<file path="src/rtl/shift_byte_collector.sv">
// Frame collector: counts shift strobes, captures the parallel word per frame into a small FIFO.
// Optional macro CAPTURE_PARITY_EN stores an even-parity bit with each captured word.
module shift_byte_collector #(
  parameter int WIDTH     = 8,
  parameter int FRAME_LEN = 8,
  parameter int DEPTH     = 4
) (
  input  logic                     clk,
  input  logic                     reset,
  input  logic                     shift_valid,
  input  logic [WIDTH-1:0]         data_in,
  input  logic                     clr_ovf,
  output logic                     m_valid,
  output logic [WIDTH-1:0]         m_data,
  output logic                     m_parity,
  input  logic                     m_ready,
  output logic [$clog2(DEPTH):0]   fifo_count,
  output logic [7:0]               bit_count,
  output logic                     overflow
);

  localparam int PW = $clog2(DEPTH);
  localparam int CW = PW + 1;
`ifdef CAPTURE_PARITY_EN
  localparam int EW = WIDTH + 1;
`else
  localparam int EW = WIDTH;
`endif
  localparam logic [7:0]    LAST_BIT_C = 8'(FRAME_LEN - 1);
  localparam logic [CW-1:0] DEPTH_C    = CW'(DEPTH);
  localparam logic [CW-1:0] ONE_C      = CW'(1);
  localparam logic [CW-1:0] ZERO_C     = CW'(0);

  function automatic logic even_parity(input logic [WIDTH-1:0] d);
    return ^d;
  endfunction

  logic [7:0]    bit_count_r;
  logic          capture_pending_r;
  logic [EW-1:0] mem_r [DEPTH];
  logic [PW-1:0] wr_ptr_r;
  logic [PW-1:0] rd_ptr_r;
  logic [CW-1:0] count_r;
  logic          m_valid_r;
  logic          overflow_r;

  logic          pop_s;
  logic          accept_s;
  logic          drop_s;
  logic [CW-1:0] count_next_s;
  logic [EW-1:0] wr_entry_s;

  // Push/pop qualification and next occupancy
  always_comb begin
    pop_s        = m_valid_r & m_ready;
    accept_s     = 1'b0;
    drop_s       = 1'b0;
    count_next_s = count_r;
    if (capture_pending_r) begin
      accept_s = (count_r != DEPTH_C) | pop_s;
      drop_s   = ~accept_s;
    end else begin
      accept_s = 1'b0;
      drop_s   = 1'b0;
    end
    case ({accept_s, pop_s})
      2'b10:   count_next_s = count_r + ONE_C;
      2'b01:   count_next_s = count_r - ONE_C;
      default: count_next_s = count_r;
    endcase
  end

  // Entry formatting; parity is computed once at capture time
  always_comb begin
`ifdef CAPTURE_PARITY_EN
    wr_entry_s = {even_parity(data_in), data_in};
`else
    wr_entry_s = data_in;
`endif
  end

  // Frame bit counter and one-cycle capture request
  always_ff @(posedge clk or negedge reset) begin
    if (!reset) begin
      bit_count_r       <= 8'd0;
      capture_pending_r <= 1'b0;
    end else if (shift_valid) begin
      if (bit_count_r == LAST_BIT_C) begin
        bit_count_r       <= 8'd0;
        capture_pending_r <= 1'b1;
      end else begin
        bit_count_r       <= bit_count_r + 8'd1;
        capture_pending_r <= 1'b0;
      end
    end else begin
      capture_pending_r <= 1'b0;
    end
  end

  // FIFO storage, pointers, occupancy and sticky overflow
  always_ff @(posedge clk or negedge reset) begin
    if (!reset) begin
      for (int i = 0; i < DEPTH; i++) mem_r[i] <= '0;
      wr_ptr_r   <= '0;
      rd_ptr_r   <= '0;
      count_r    <= ZERO_C;
      m_valid_r  <= 1'b0;
      overflow_r <= 1'b0;
    end else begin
      if (accept_s) begin
        mem_r[wr_ptr_r] <= wr_entry_s;
        wr_ptr_r        <= wr_ptr_r + 1'b1;
      end
      if (pop_s) rd_ptr_r <= rd_ptr_r + 1'b1;
      count_r   <= count_next_s;
      m_valid_r <= (count_next_s != ZERO_C);
      // A drop in the same cycle as a clear keeps the flag set
      if (drop_s)       overflow_r <= 1'b1;
      else if (clr_ovf) overflow_r <= 1'b0;
      else              overflow_r <= overflow_r;
    end
  end

  assign m_valid    = m_valid_r;
  assign m_data     = mem_r[rd_ptr_r][WIDTH-1:0];
`ifdef CAPTURE_PARITY_EN
  assign m_parity   = mem_r[rd_ptr_r][WIDTH];
`else
  assign m_parity   = 1'b0;
`endif
  assign fifo_count = count_r;
  assign bit_count  = bit_count_r;
  assign overflow   = overflow_r;

endmodule
</file>
<file path="config.mk">
export PLATFORM = sky130hd
export DESIGN_NAME = shift_byte_collector
export DESIGN_NICKNAME = d
export VERILOG_FILES = /design/src/rtl/shift_byte_collector.sv
export SDC_FILE = /design/constraint.sdc
export NUM_CORES = 1
export LEC_CHECK = 0
export BUFFER_PORTS_ARGS = -buffer_cell sky130_fd_sc_hd__clkbuf_2
export CORE_UTILIZATION = 35
export CTS_CLUSTER_SIZE = 40
export DETAILED_ROUTE_END_ITERATION = 8
export GPL_ROUTABILITY_DRIVEN = 0
export PLACE_DENSITY = 0.62
export SLEW_MARGIN = 25
export SYNTH_ARGS = -nofsm -noshare
export SYNTH_HDL_FRONTEND = slang
export SYNTH_SLANG_ARGS = --single-unit
</file>
<file path="constraint.sdc">
create_clock -name clk -period 6 [get_ports clk]
set_input_delay 0.3 -clock clk [delete_from_list [all_inputs] [get_ports clk]]
set_output_delay 0.3 -clock clk [all_outputs]
set_load 0.02 [all_outputs]
</file>
==> impl_metrics.toml <==
[outcome]
result_of_the_run = "complete, no violations"

[power_and_ir_drop]
internal_power_uw = 682.0
ir_worst_vdd_v = 0.0002706
clock_power_share_pct = 21.9
power.net_switching_uw = 394.1
power.share.switching_pct = 36.63
powerDensity_mw_per_mm2 = 401.3
p_seq_share_pct = 44.7
cellLeakagePower_nw = 1.143
power.combinational.fraction_pct = 33.4

[timing]
slew_headroom_pct = 59.93
drv_slew = 0
whs_ps = 175.7
setup_total_negative_slack_ps = 0
grt_setup_unrepaired = "false"
setup_violations = 0
timing.final.crit_share_pct = 37.94
layout_setup_ws_ps = 3723
post-route-min-period_ps = 2277
hold_viol = 0
timing.fmax_mhz = 439.3
fin_worst_skew_ps = 8.581
worst_pin_slew_ps = 601.0

[global_routing]
overflow = 0
antenna_found_initial = 0
global_route_wire_length_before_repair_um = 6941
track_usage_pct = 12.84
number_of_global_route_vias_before_repair = 1411
maximum_number_of_pins_on_one_net_before_global_route_repair = 35

[critical_path]
critical_path.slowest_cell = "sky130_fd_sc_hd__dfrtp_1"
crit_path_end_kind = "flip-flop"
crit_chain = "a21oi_4 -> a21bo_2 -> ha_1 -> fa_1 -> mux2_2 -> nor2_1 -> o211ai_1"
worstPathBufferInverterCount = 0
crit_family = "compound AO/OA/AOI/OAI gates"
required_ps = 6180
startpoint_type = "flip-flop"
cp_max_fo = 6
type_of_the_setup_path_with_the_least_slack = "reg2reg"
arrival_ps = 2450
timing.reg2reg.setup_slack_ps = 3720
slowest_delay_ps = 460

[die]
area_of_the_core_region_mm2 = 0.006386
die_h_um = 83.41
fp.dieW_um = 83.41
fp.dieArea_mm2 = 0.006957
initial_utilization_pct = 36.32
row_count = 29
top_level_ports = 35

[drt]
via_per_inst = 4.956
first_pass_iters = 2
post_drt_wl_per_cell_um = 14.81
vias = 1338
final_antenna_net_count = 0
first_iter_violations = 32
drt-total-wl_um = 4000
detail_route.drc_violations = 0

[layout]
antenna_cells_inserted = 0
synthToLayoutAreaGrowth_pct = 15.59
finish.net_count = 212
final-seq-area_mm2 = 0.001251
fillerInstances = 620
fraction_of_final_layout_cells_with_drive_strength_greater_than_1_pct = 48.70
mostFrequentLayoutCell = "sky130_fd_sc_hd__dfrtp_1"
multi_input_comb_area_mm2 = 0.001026
layout_common_cells = "sky130_fd_sc_hd__dfrtp_1, sky130_fd_sc_hd__clkbuf_2, sky130_fd_sc_hd__mux2_2, sky130_fd_sc_hd__mux4_2, sky130_fd_sc_hd__xnor2_1"
final-instance-count-excl-fill = 270
final_core_util_pct = 41.99

[clocking]
clock_tree.buffer_depth = 2
worstSkewPairLatency_ps = 310
cts_buf_count = 5
htree_levels = 2
clock_tree.root_cell = "sky130_fd_sc_hd__clkbuf_8"
cts_setup_buffers = 0
cts.sinks = 50
cts_tree = "built"
cts.clk_slew.worst_paths_ps = 80

[synth]
syn_avg_cell_area_um2 = 15.06
post_synth_num_cell_types = 28
cell_count_after_synthesis = 154
synth_seq_area_share_pct = 53.94
synth-seq-cells = 50
synth_nets = 174
post_synth_instance_area_mm2 = 0.002320
syn_warnings = 0

[placed_design]
post-place-ws_ps = 3723
placement.io_buffers = 33
detailed_place_hpwl_um = 2781
placed_cells_incl_taps = 261

[min_path]
timing.hold.worst.class = "in2reg"

[flow_run]
maxCapViolCount = 0
-- cell type report --
class                           instances  share of cell area, %
Multi-Input combinational cell         96                  38.26
Timing Repair Buffer                   35                  6.813
Inverter                                4                 0.5600
Tap cell                               77                  3.593
Clock inverter                          2                  1.400
Clock buffer                            6                  2.706
Sequential cell                        50                  46.66
-- flip-flops by register name, indices dropped and copies added (netlist names) --
name and flops:
mem_r 32, bit_count 8, fifo_count 3, rd_ptr_r 2, wr_ptr_r 2, capture_pending_r 1, m_valid 1, overflow 1
-- worst paths after layout --
kind	start	to	depth (start not counted)
worst max-delay path	fifo_count[0]	m_valid	7
worst min-delay path	clr_ovf	overflow	2
worst max register to register	fifo_count[0]	m_valid	7
worst min register to register	mem_r[6]	mem_r[6]	1
max in group asynchronous	reset	mem_r[1]	3
min in group asynchronous	reset	mem_r[31]	2
-- power by group through the flow --
stage | registers (mW) | clock network (mW) | logic [mW]
detailed placement | 0.489 | 0 | 0.364
CTS | 0.483 | 0.243 | 0.364
finish | 0.481 | 0.236 | 0.359
global placement | 0.487 | 0 | 0.359
floorplan | 0.492 | 0 | 0.255
global route | 0.495 | 0.257 | 0.394
-- cell usage after synthesis --
| cell type | instances | area share, % |
|---|---|---|
| sky130_fd_sc_hd__o211ai_1 | 1 | 0.32 |
| sky130_fd_sc_hd__dfrtp_1 | 50 | 54 |
| sky130_fd_sc_hd__a21oi_4 | 5 | 3.5 |
| sky130_fd_sc_hd__mux2_2 | 32 | 16 |
| sky130_fd_sc_hd__clkbuf_1 | 1 | 0.16 |
| sky130_fd_sc_hd__fa_1 | 1 | 0.86 |
| sky130_fd_sc_hd__nor2b_4 | 1 | 0.59 |
| sky130_fd_sc_hd__inv_1 | 4 | 0.65 |
| sky130_fd_sc_hd__mux2_4 | 3 | 1.9 |
| sky130_fd_sc_hd__xor2_1 | 4 | 1.5 |
| sky130_fd_sc_hd__or2_2 | 1 | 0.27 |
| sky130_fd_sc_hd__mux4_2 | 8 | 7.8 |
| sky130_fd_sc_hd__nor3_1 | 1 | 0.22 |
| sky130_fd_sc_hd__buf_6 | 1 | 0.49 |
| sky130_fd_sc_hd__nor3_2 | 1 | 0.43 |
| sky130_fd_sc_hd__o21ai_0 | 3 | 0.65 |
| sky130_fd_sc_hd__xnor2_1 | 8 | 3.0 |
| sky130_fd_sc_hd__buf_2 | 1 | 0.22 |
| sky130_fd_sc_hd__nand4_1 | 2 | 0.54 |
| sky130_fd_sc_hd__nor2_1 | 5 | 0.81 |
| sky130_fd_sc_hd__nand2_1 | 7 | 1.1 |
| sky130_fd_sc_hd__nand3_1 | 3 | 0.65 |
| sky130_fd_sc_hd__buf_4 | 1 | 0.32 |
| sky130_fd_sc_hd__and2_2 | 1 | 0.32 |
| sky130_fd_sc_hd__conb_1 | 1 | 0.16 |
| sky130_fd_sc_hd__a21bo_2 | 1 | 0.43 |
| sky130_fd_sc_hd__ha_1 | 6 | 3.2 |
| sky130_fd_sc_hd__or4_1 | 1 | 0.32 |
-- routing by layer --
metal | up-vias | routed length, µm | global-route usage [%]
li1 | 616 | - | -
met1 | 684 | 1907 | 17.16
met2 | 32 | 1837 | 19.90
met3 | 6 | 201 | 4.274
met4 | 0 | 53 | 3.852
met5 | - | 0 | 0
-- stage by stage --
stage | total power [mW] | cell area, µm²
2_1_floorplan | 0.7461 | 2320
3_3_place_gp | 0.8459 | 2561
3_5_place_dp | 0.8535 | 2561
4_1_cts | 1.090 | 2681
5_1_grt | 1.146 | 2681
6_report | 1.076 | 2681
-- what timing repair did --
| item | in CTS | in global routing |
|---|---|---|
| endpoints found under the hold margin | 16 | 0 |
| endpoints found under the setup margin | 0 | 0 |
| resized for setup | 0 | 0 |
| hold buffers | 1 | 0 |
-- kinds of logic (layout without fill, tap and decap cells) --
logic type | Yosys count | after routing | share of synthesized area, %
muxes | 43 | 43 | 25.24
other | 1 | 1 | 0.1617
xor gates and xnor gates | 12 | 12 | 4.531
adders and majority gates | 7 | 7 | 4.099
AOI/OAI and AO/OA | 10 | 10 | 4.908
buffers and inverters | 8 | 47 | 1.833
and+or+nand+nor | 23 | 23 | 5.286
DFF | 50 | 50 | 53.94
Power figures use the tool's default switching activity.
